File: config.mk
export PLATFORM = sky130hd
export DESIGN_NAME = panel_image_loader
export DESIGN_NICKNAME = d
export VERILOG_FILES = /design/src/rtl/panel_image_loader.sv
export SDC_FILE = /design/constraint.sdc
export NUM_CORES = 1
export LEC_CHECK = 0
export ABC_AREA = 1
export CAP_MARGIN = 20
export CORE_MARGIN = 3
export CORE_UTILIZATION = 30
export DETAILED_ROUTE_END_ITERATION = 6
export PLACE_DENSITY = 0.58
export RECOVER_POWER = 100
export SYNTH_ARGS = -nofsm -noshare
export SYNTH_HDL_FRONTEND = slang
export SYNTH_SLANG_ARGS = --single-unit
File: constraint.sdc
create_clock -name clk -period 2.6 [get_ports clk]
set_input_delay 0.39 -clock clk [delete_from_list [all_inputs] [get_ports clk]]
set_output_delay 0.39 -clock clk [all_outputs]
set_load 0.02 [all_outputs]
File: src/rtl/panel_image_loader.sv
// rtl/panel_image_loader.sv - streams 12-bit words into the PDP-8 front panel (base load, deposits, start PC, run)
// Optional PANEL_LOADER_ZERO_FILL_EN: zero-fill every location past the image up to 4096.
module panel_image_loader #(
    parameter int          SETUP_CYC = 10,
    parameter int          PULSE_CYC = 10,
    parameter int          HOLD_CYC  = 10,
    parameter logic [11:0] BASE_ADDR = 12'o0000,
    parameter logic [11:0] START_PC  = 12'o0200
) (
    input  logic        clk,
    input  logic        btnCpuReset,
    input  logic        start,
    input  logic        word_valid,
    input  logic [11:0] word_data,
    input  logic        word_last,
    output logic        word_ready,
    output logic [12:0] sw_out,
    output logic        deposit,
    output logic        load_pc,
    output logic        busy,
    output logic        done,
    output logic [12:0] word_count
);

    localparam int          TW        = 16;
    localparam logic [12:0] MEM_WORDS = 13'd4096;

    typedef enum logic [3:0] {
        S_IDLE,
        S_BASE_SETUP,
        S_BASE_PULSE,
        S_BASE_HOLD,
        S_WAIT_WORD,
        S_DEP_SETUP,
        S_DEP_PULSE,
        S_DEP_HOLD,
        S_START_SETUP,
        S_START_PULSE,
        S_START_HOLD,
        S_DONE
    } state_t;

    state_t        r_state;
    state_t        w_state_next;
    logic [TW-1:0] r_timer;
    logic          r_last;
    logic [12:0]   r_sw;
    logic          r_deposit;
    logic          r_load_pc;
    logic          r_word_ready;
    logic          r_busy;
    logic          r_done;
    logic [12:0]   r_word_count;

    logic w_timer_done;
    logic w_handshake;
    logic w_enter;
    logic w_full;

    assign w_timer_done = (r_timer == '0);
    assign w_handshake  = r_word_ready & word_valid;
    assign w_enter      = (w_state_next != r_state);
    assign w_full       = (r_word_count == MEM_WORDS);

    // Timer holds (phase length - 1) on entry, so a phase lasts exactly its parameter.
    function automatic logic [TW-1:0] phase_len(input state_t s);
        case (s)
            S_BASE_SETUP, S_DEP_SETUP, S_START_SETUP: phase_len = TW'(SETUP_CYC - 1);
            S_BASE_PULSE, S_DEP_PULSE, S_START_PULSE: phase_len = TW'(PULSE_CYC - 1);
            S_BASE_HOLD,  S_DEP_HOLD,  S_START_HOLD:  phase_len = TW'(HOLD_CYC - 1);
            default:                                  phase_len = '0;
        endcase
    endfunction

    always_comb begin
        w_state_next = r_state;
        case (r_state)
            S_IDLE, S_DONE: begin
                if (start) w_state_next = S_BASE_SETUP;
            end
            S_BASE_SETUP:  if (w_timer_done) w_state_next = S_BASE_PULSE;
            S_BASE_PULSE:  if (w_timer_done) w_state_next = S_BASE_HOLD;
            S_BASE_HOLD:   if (w_timer_done) w_state_next = S_WAIT_WORD;
            S_WAIT_WORD:   if (w_handshake)  w_state_next = S_DEP_SETUP;
            S_DEP_SETUP:   if (w_timer_done) w_state_next = S_DEP_PULSE;
            S_DEP_PULSE:   if (w_timer_done) w_state_next = S_DEP_HOLD;
            S_DEP_HOLD: begin
                if (w_timer_done) begin
                    if (w_full) begin
                        w_state_next = S_START_SETUP;
                    end else if (r_last) begin
`ifdef PANEL_LOADER_ZERO_FILL_EN
                        w_state_next = S_DEP_SETUP;
`else
                        w_state_next = S_START_SETUP;
`endif
                    end else begin
                        w_state_next = S_WAIT_WORD;
                    end
                end
            end
            S_START_SETUP: if (w_timer_done) w_state_next = S_START_PULSE;
            S_START_PULSE: if (w_timer_done) w_state_next = S_START_HOLD;
            S_START_HOLD:  if (w_timer_done) w_state_next = S_DONE;
            default:       w_state_next = S_IDLE;
        endcase
    end

    always_ff @(posedge clk or negedge btnCpuReset) begin
        if (!btnCpuReset) begin
            r_state      <= S_IDLE;
            r_timer      <= '0;
            r_last       <= 1'b0;
            r_sw         <= '0;
            r_deposit    <= 1'b0;
            r_load_pc    <= 1'b0;
            r_word_ready <= 1'b0;
            r_busy       <= 1'b0;
            r_done       <= 1'b0;
            r_word_count <= '0;
        end else begin
            r_state <= w_state_next;
            if (w_enter) begin
                r_timer <= phase_len(w_state_next);
            end else if (!w_timer_done) begin
                r_timer <= r_timer - 1'b1;
            end

            // Outputs are registered from the next state so they line up with it exactly.
            r_deposit    <= (w_state_next == S_DEP_PULSE);
            r_load_pc    <= (w_state_next == S_BASE_PULSE) || (w_state_next == S_START_PULSE);
            r_word_ready <= (w_state_next == S_WAIT_WORD);
            r_busy       <= (w_state_next != S_IDLE) && (w_state_next != S_DONE);
            r_done       <= (w_state_next == S_DONE);

            if (w_enter) begin
                case (w_state_next)
                    S_BASE_SETUP: begin
                        r_sw         <= {1'b0, BASE_ADDR};
                        r_word_count <= '0;
                        r_last       <= 1'b0;
                    end
                    S_DEP_SETUP: begin
                        // Entry from DEP_HOLD only happens while zero-filling.
                        if (r_state == S_WAIT_WORD) begin
                            r_sw[11:0] <= word_data;
                            r_last     <= word_last;
                        end else begin
                            r_sw[11:0] <= 12'o0000;
                        end
                    end
                    S_DEP_HOLD:    r_word_count <= r_word_count + 13'd1;
                    S_START_SETUP: r_sw[11:0]   <= START_PC;
                    S_DONE:        r_sw[12]     <= 1'b1;
                    default: ;
                endcase
            end
        end
    end

    assign word_ready = r_word_ready;
    assign sw_out     = r_sw;
    assign deposit    = r_deposit;
    assign load_pc    = r_load_pc;
    assign busy       = r_busy;
    assign done       = r_done;
    assign word_count = r_word_count;

endmodule

==> impl_table.tex <==
\begin{tabular}{lr}
\hline
Metric & Value \\
\hline
\multicolumn{2}{l}{\textbf{Worst setup path}} \\
Number of logic stages on the critical path including buffering & 13 \\
Delay of the slowest cell on the worst path & 400 ps \\
Depth of the worst register-to-register path & 13 \\
Startpoint-to-endpoint class of the critical path & register to register \\
Worst R2R End & word\_count[3]\$\_DFFE\_PN0P\_ \\
R2R Setup Slk & 320 ps \\
Most frequent CP cell & nand2\_1 \\
Cell at the slowest stage of the critical path & dfrtp\_1 \\
Data required time at the worst endpoint & 2800 ps \\
Category of the worst setup path capture point & register \\
Crit path buffers/inverters & 1 \\
Cells along the critical path & inv\_1 -> ha\_1 -> nand2\_1 -> nor2\_4 -> nand3\_1 -> nand2\_1 -> nand2\_4 -> nand2\_4 -> nand3\_2 -> nand2\_1 -> nand2\_4 -> nand2\_1 -> o21ai\_2 \\
Top delay family on crit path & simple AND/OR/NAND/NOR gates \\
Startpoint of the lowest-slack register-to-register path & r\_timer[0]\$\_DFFE\_PN0P\_ \\
Launching instance or port of the critical path & r\_timer[0]\$\_DFFE\_PN0P\_ \\
Critical path capture point & word\_count[3]\$\_DFFE\_PN0P\_ \\
Launching element type of the critical path & register \\
Critical path data arrival time & 2480 ps \\
CP max FO & 24 \\
\multicolumn{2}{l}{\textbf{Logic synthesis}} \\
Sequential fraction of the synthesis area & 0.417 \\
Synth Instances & 399 \\
Average cell area after synthesis & 7.82 um\^{}2 \\
Number of synthesis warnings & 0 \\
Leading cell type by number of instances after synthesis & nand2\_1 \\
Yosys reg bits & 52 \\
Fraction of registers with async set/reset & 1.00 \\
Synthesized Nets & 419 \\
Share of the synthesized area in the top cell type & 0.417 \\
Cell taking the most area after synthesis & dfrtp\_1 \\
Synth Flop Type & dfrtp\_1 \\
Most common library cells after synthesis & 110 x nand2\_1, 53 x nor2\_1, 52 x dfrtp\_1, 36 x inv\_1 \\
Post-synth EDFFs & 0 \\
Top cells by area, synth & dfrtp\_1 42\%, nand2\_1 13\%, nor2\_1 6.4\%, inv\_1 4.3\%, nand2\_2 4.0\% \\
Cell area after technology mapping & 0.00312 mm\^{}2 \\
Number of distinct library cells after synthesis & 34 \\
\multicolumn{2}{l}{\textbf{Global routing}} \\
GRT overflow & 0 \\
Initial antenna violation count & 0 \\
Wire length of the first global-routing pass & 12100 um \\
Largest net degree at the start of global routing & 53 \\
Vias in the first global route & 2530 \\
Overall fraction of global-route tracks in use & 0.128 \\
\multicolumn{2}{l}{\textbf{Placed design}} \\
\# port buffers & 47 \\
Routability cong. & 0.841 \\
Hpwl dp & 5180 um \\
Placed standard-cell area & 0.00372 mm\^{}2 \\
\multicolumn{2}{l}{\textbf{Layout}} \\
Synth-to-Final Area Change & 20.3\% \\
Fraction of layout cells with a size suffix above 1 & 0.131 \\
Number of inserted filler cells in the final layout & 1027 \\
Final core utilization & 0.377 \\
Sequential cell area in the final layout & 0.00130 mm\^{}2 \\
Layout net count & 468 \\
Area of all placed cells without fillers & 0.00375 mm\^{}2 \\
Multi-input gate area & 0.00156 mm\^{}2 \\
\# diodes & 0 \\
\multicolumn{2}{l}{\textbf{Floorplanning}} \\
Die Outline Area & 0.0117 mm\^{}2 \\
Top-level I/O count & 48 \\
Core Region & 0.00995 mm\^{}2 \\
Cell Rows & 36 \\
Effective utilization at floorplan & 0.313 \\
Die height & 108 um \\
Die span in x & 108 um \\
\multicolumn{2}{l}{\textbf{Detailed routing}} \\
First-pass iteration count of the detailed router & 4 \\
DRC viols & 0 \\
DRC marker count from the first detailed-route iteration & 148 \\
Vias & 2618 \\
Detail-routed net length per standard cell & 12.0 um \\
Avg Vias per Cell & 4.50 \\
Total wirelength of the detailed-routed design & 7010 um \\
Detail Route Antenna Nets & 0 \\
\multicolumn{2}{l}{\textbf{Pwr}} \\
Static leakage & 0.00189 uW \\
Peak ir drop on the vdd network & 428 uV \\
Power density of the placed cells & 933 mW/mm\^{}2 \\
\multicolumn{2}{l}{\textbf{Clock network}} \\
Number of setup buffers added after CTS & 0 \\
Number of H-tree branching levels & 2 \\
Skew-Pair Late Insertion Delay & 320 ps \\
Largest buffer count on any clock path & 2 \\
Post-CTS Hold Buffers & 0 \\
Clock slew seen by the registers of the worst setup and hold paths & 100 ps \\
TritonCTS buffer count & 5 \\
Clock tree from TritonCTS & yes \\
Num Clock Sinks & 52 \\
Cells resized by post-CTS repair & 0 \\
Clock Tree Root & clkbuf\_8 \\
\multicolumn{2}{l}{\textbf{STA}} \\
Final setup fails & 0 \\
Period Utilization, post-route & 0.877 \\
Fmax & 439 MHz \\
Setup repair after global routing missed its margin & false \\
Clock period minus final worst setup slack & 2280 ps \\
Setup total negative slack & 0 ps \\
Max Transition Viols Final & 0 \\
Rel. slew slack & 0.125 \\
Final hold violation count & 0 \\
Worst slew pin tran & 1310 ps \\
Worst setup skew after layout & 14.2 ps \\
\multicolumn{2}{l}{\textbf{Hold path}} \\
Worst Hold Class & primary input to async pin \\
\multicolumn{2}{l}{\textbf{Run}} \\
\# Max-Cap Violations & 0 \\
\multicolumn{2}{l}{\textbf{Run status}} \\
Result of the run & complete, no violations \\
\hline
\end{tabular}
## registers in the layout, summed over array words and instances (netlist names)
name and count:
r_timer 16, sw_out 13, word_count 13, r_state 4
busy 1, deposit 1, done 1, load_pc 1
r_last 1, word_ready 1
## cell families (layout without fill, tap and decap cells)
group           count (synthesis)  count (layout)  synth area share
simple gates                  247             247             0.384
flops                          52              52             0.417
buf+inv                        48              98            0.0658
compound gates                 30              30            0.0678
xor+xnor                       19              19            0.0533
fa+ha+maj                       3               3            0.0120
## through the flow
step	setup WS (ps)	std cells	power (uW)	hold WS (ps)
global placement	305	574	3110	455
finish	321	582	3500	444
CTS	276	582	3640	221
global route	73.6	582	3850	505
floorplan	647	399	2770	94.4
detailed placement	282	574	3120	459
## worst register-to-register path, delay by kind of cell (launching register included)
family / cells / cell delay, ps
AO/OA/AOI/OAI: 1 / 50
adder cells (fa/ha/maj): 1 / 180
buffers and inverters: 1 / 80
flip-flops: 1 / 400
AND/OR/NAND/NOR: 10 / 1450
## report_power, final
part | total, uW | leakage (uW) | internal (uW) | switching (uW)
Sequential | 1130 | 0.000704 | 971 | 162
Clock | 505 | 0.0000463 | 199 | 307
Combinational | 1860 | 0.00114 | 629 | 1230
Total | 3500 | 0.00189 | 1800 | 1700
## cell usage in the layout (no fill, tap or decap), drive strengths merged, types with 3 or more instances in the layout
cell type      instances
a21oi                  7
clkbuf                 6
clkdlybuf4s50         15
dfrtp                 52
dlygate4sd3           31
ha                     3
inv                   41
nand2                135
nand3                 27
nand4                  6
nor2                  59
nor3                   8
nor4                   3
o21ai                 19
or2                    8
xnor2                  7
xor2                  12
## per-layer routing
metal | vias to the layer above | track usage | part of all wire
met2 | 55 | 0.196 | 0.47
met3 | 8 | 0.0185 | 0.028
met4 | 0 | 0.0442 | 0.012
met1 | 1203 | 0.184 | 0.49
li1 | 1352 | - | -
met5 | - | 0 | 0
## worst min-delay path by stage
stage                     slack [ps]  cells after the start             startpoint                        end
after floorplan                   90                      0            btnCpuReset             busy$_DFF_PN0_
after global placement           460                      2  sw_out[8]$_DFFE_PN0P_      sw_out[8]$_DFFE_PN0P_
after global routing             510                      2  sw_out[9]$_DFFE_PN0P_      sw_out[9]$_DFFE_PN0P_
final                            440                      2            btnCpuReset     r_timer[6]$_DFFE_PN0P_
after detailed placement         460                      2  sw_out[3]$_DFFE_PN0P_      sw_out[3]$_DFFE_PN0P_
after CTS                        220                      2            btnCpuReset  word_count[4]$_DFFE_PN0P_
## cell type report
type | count | area share
clock inverters | 3 | 0.00733
clock buffers | 5 | 0.0183
inverters | 41 | 0.0410
flip-flops and latches | 52 | 0.347
repair buffers | 49 | 0.127
multi-input cells | 299 | 0.415
well taps | 133 | 0.0443
No activity file was read; power rests on OpenSTA's default activity.
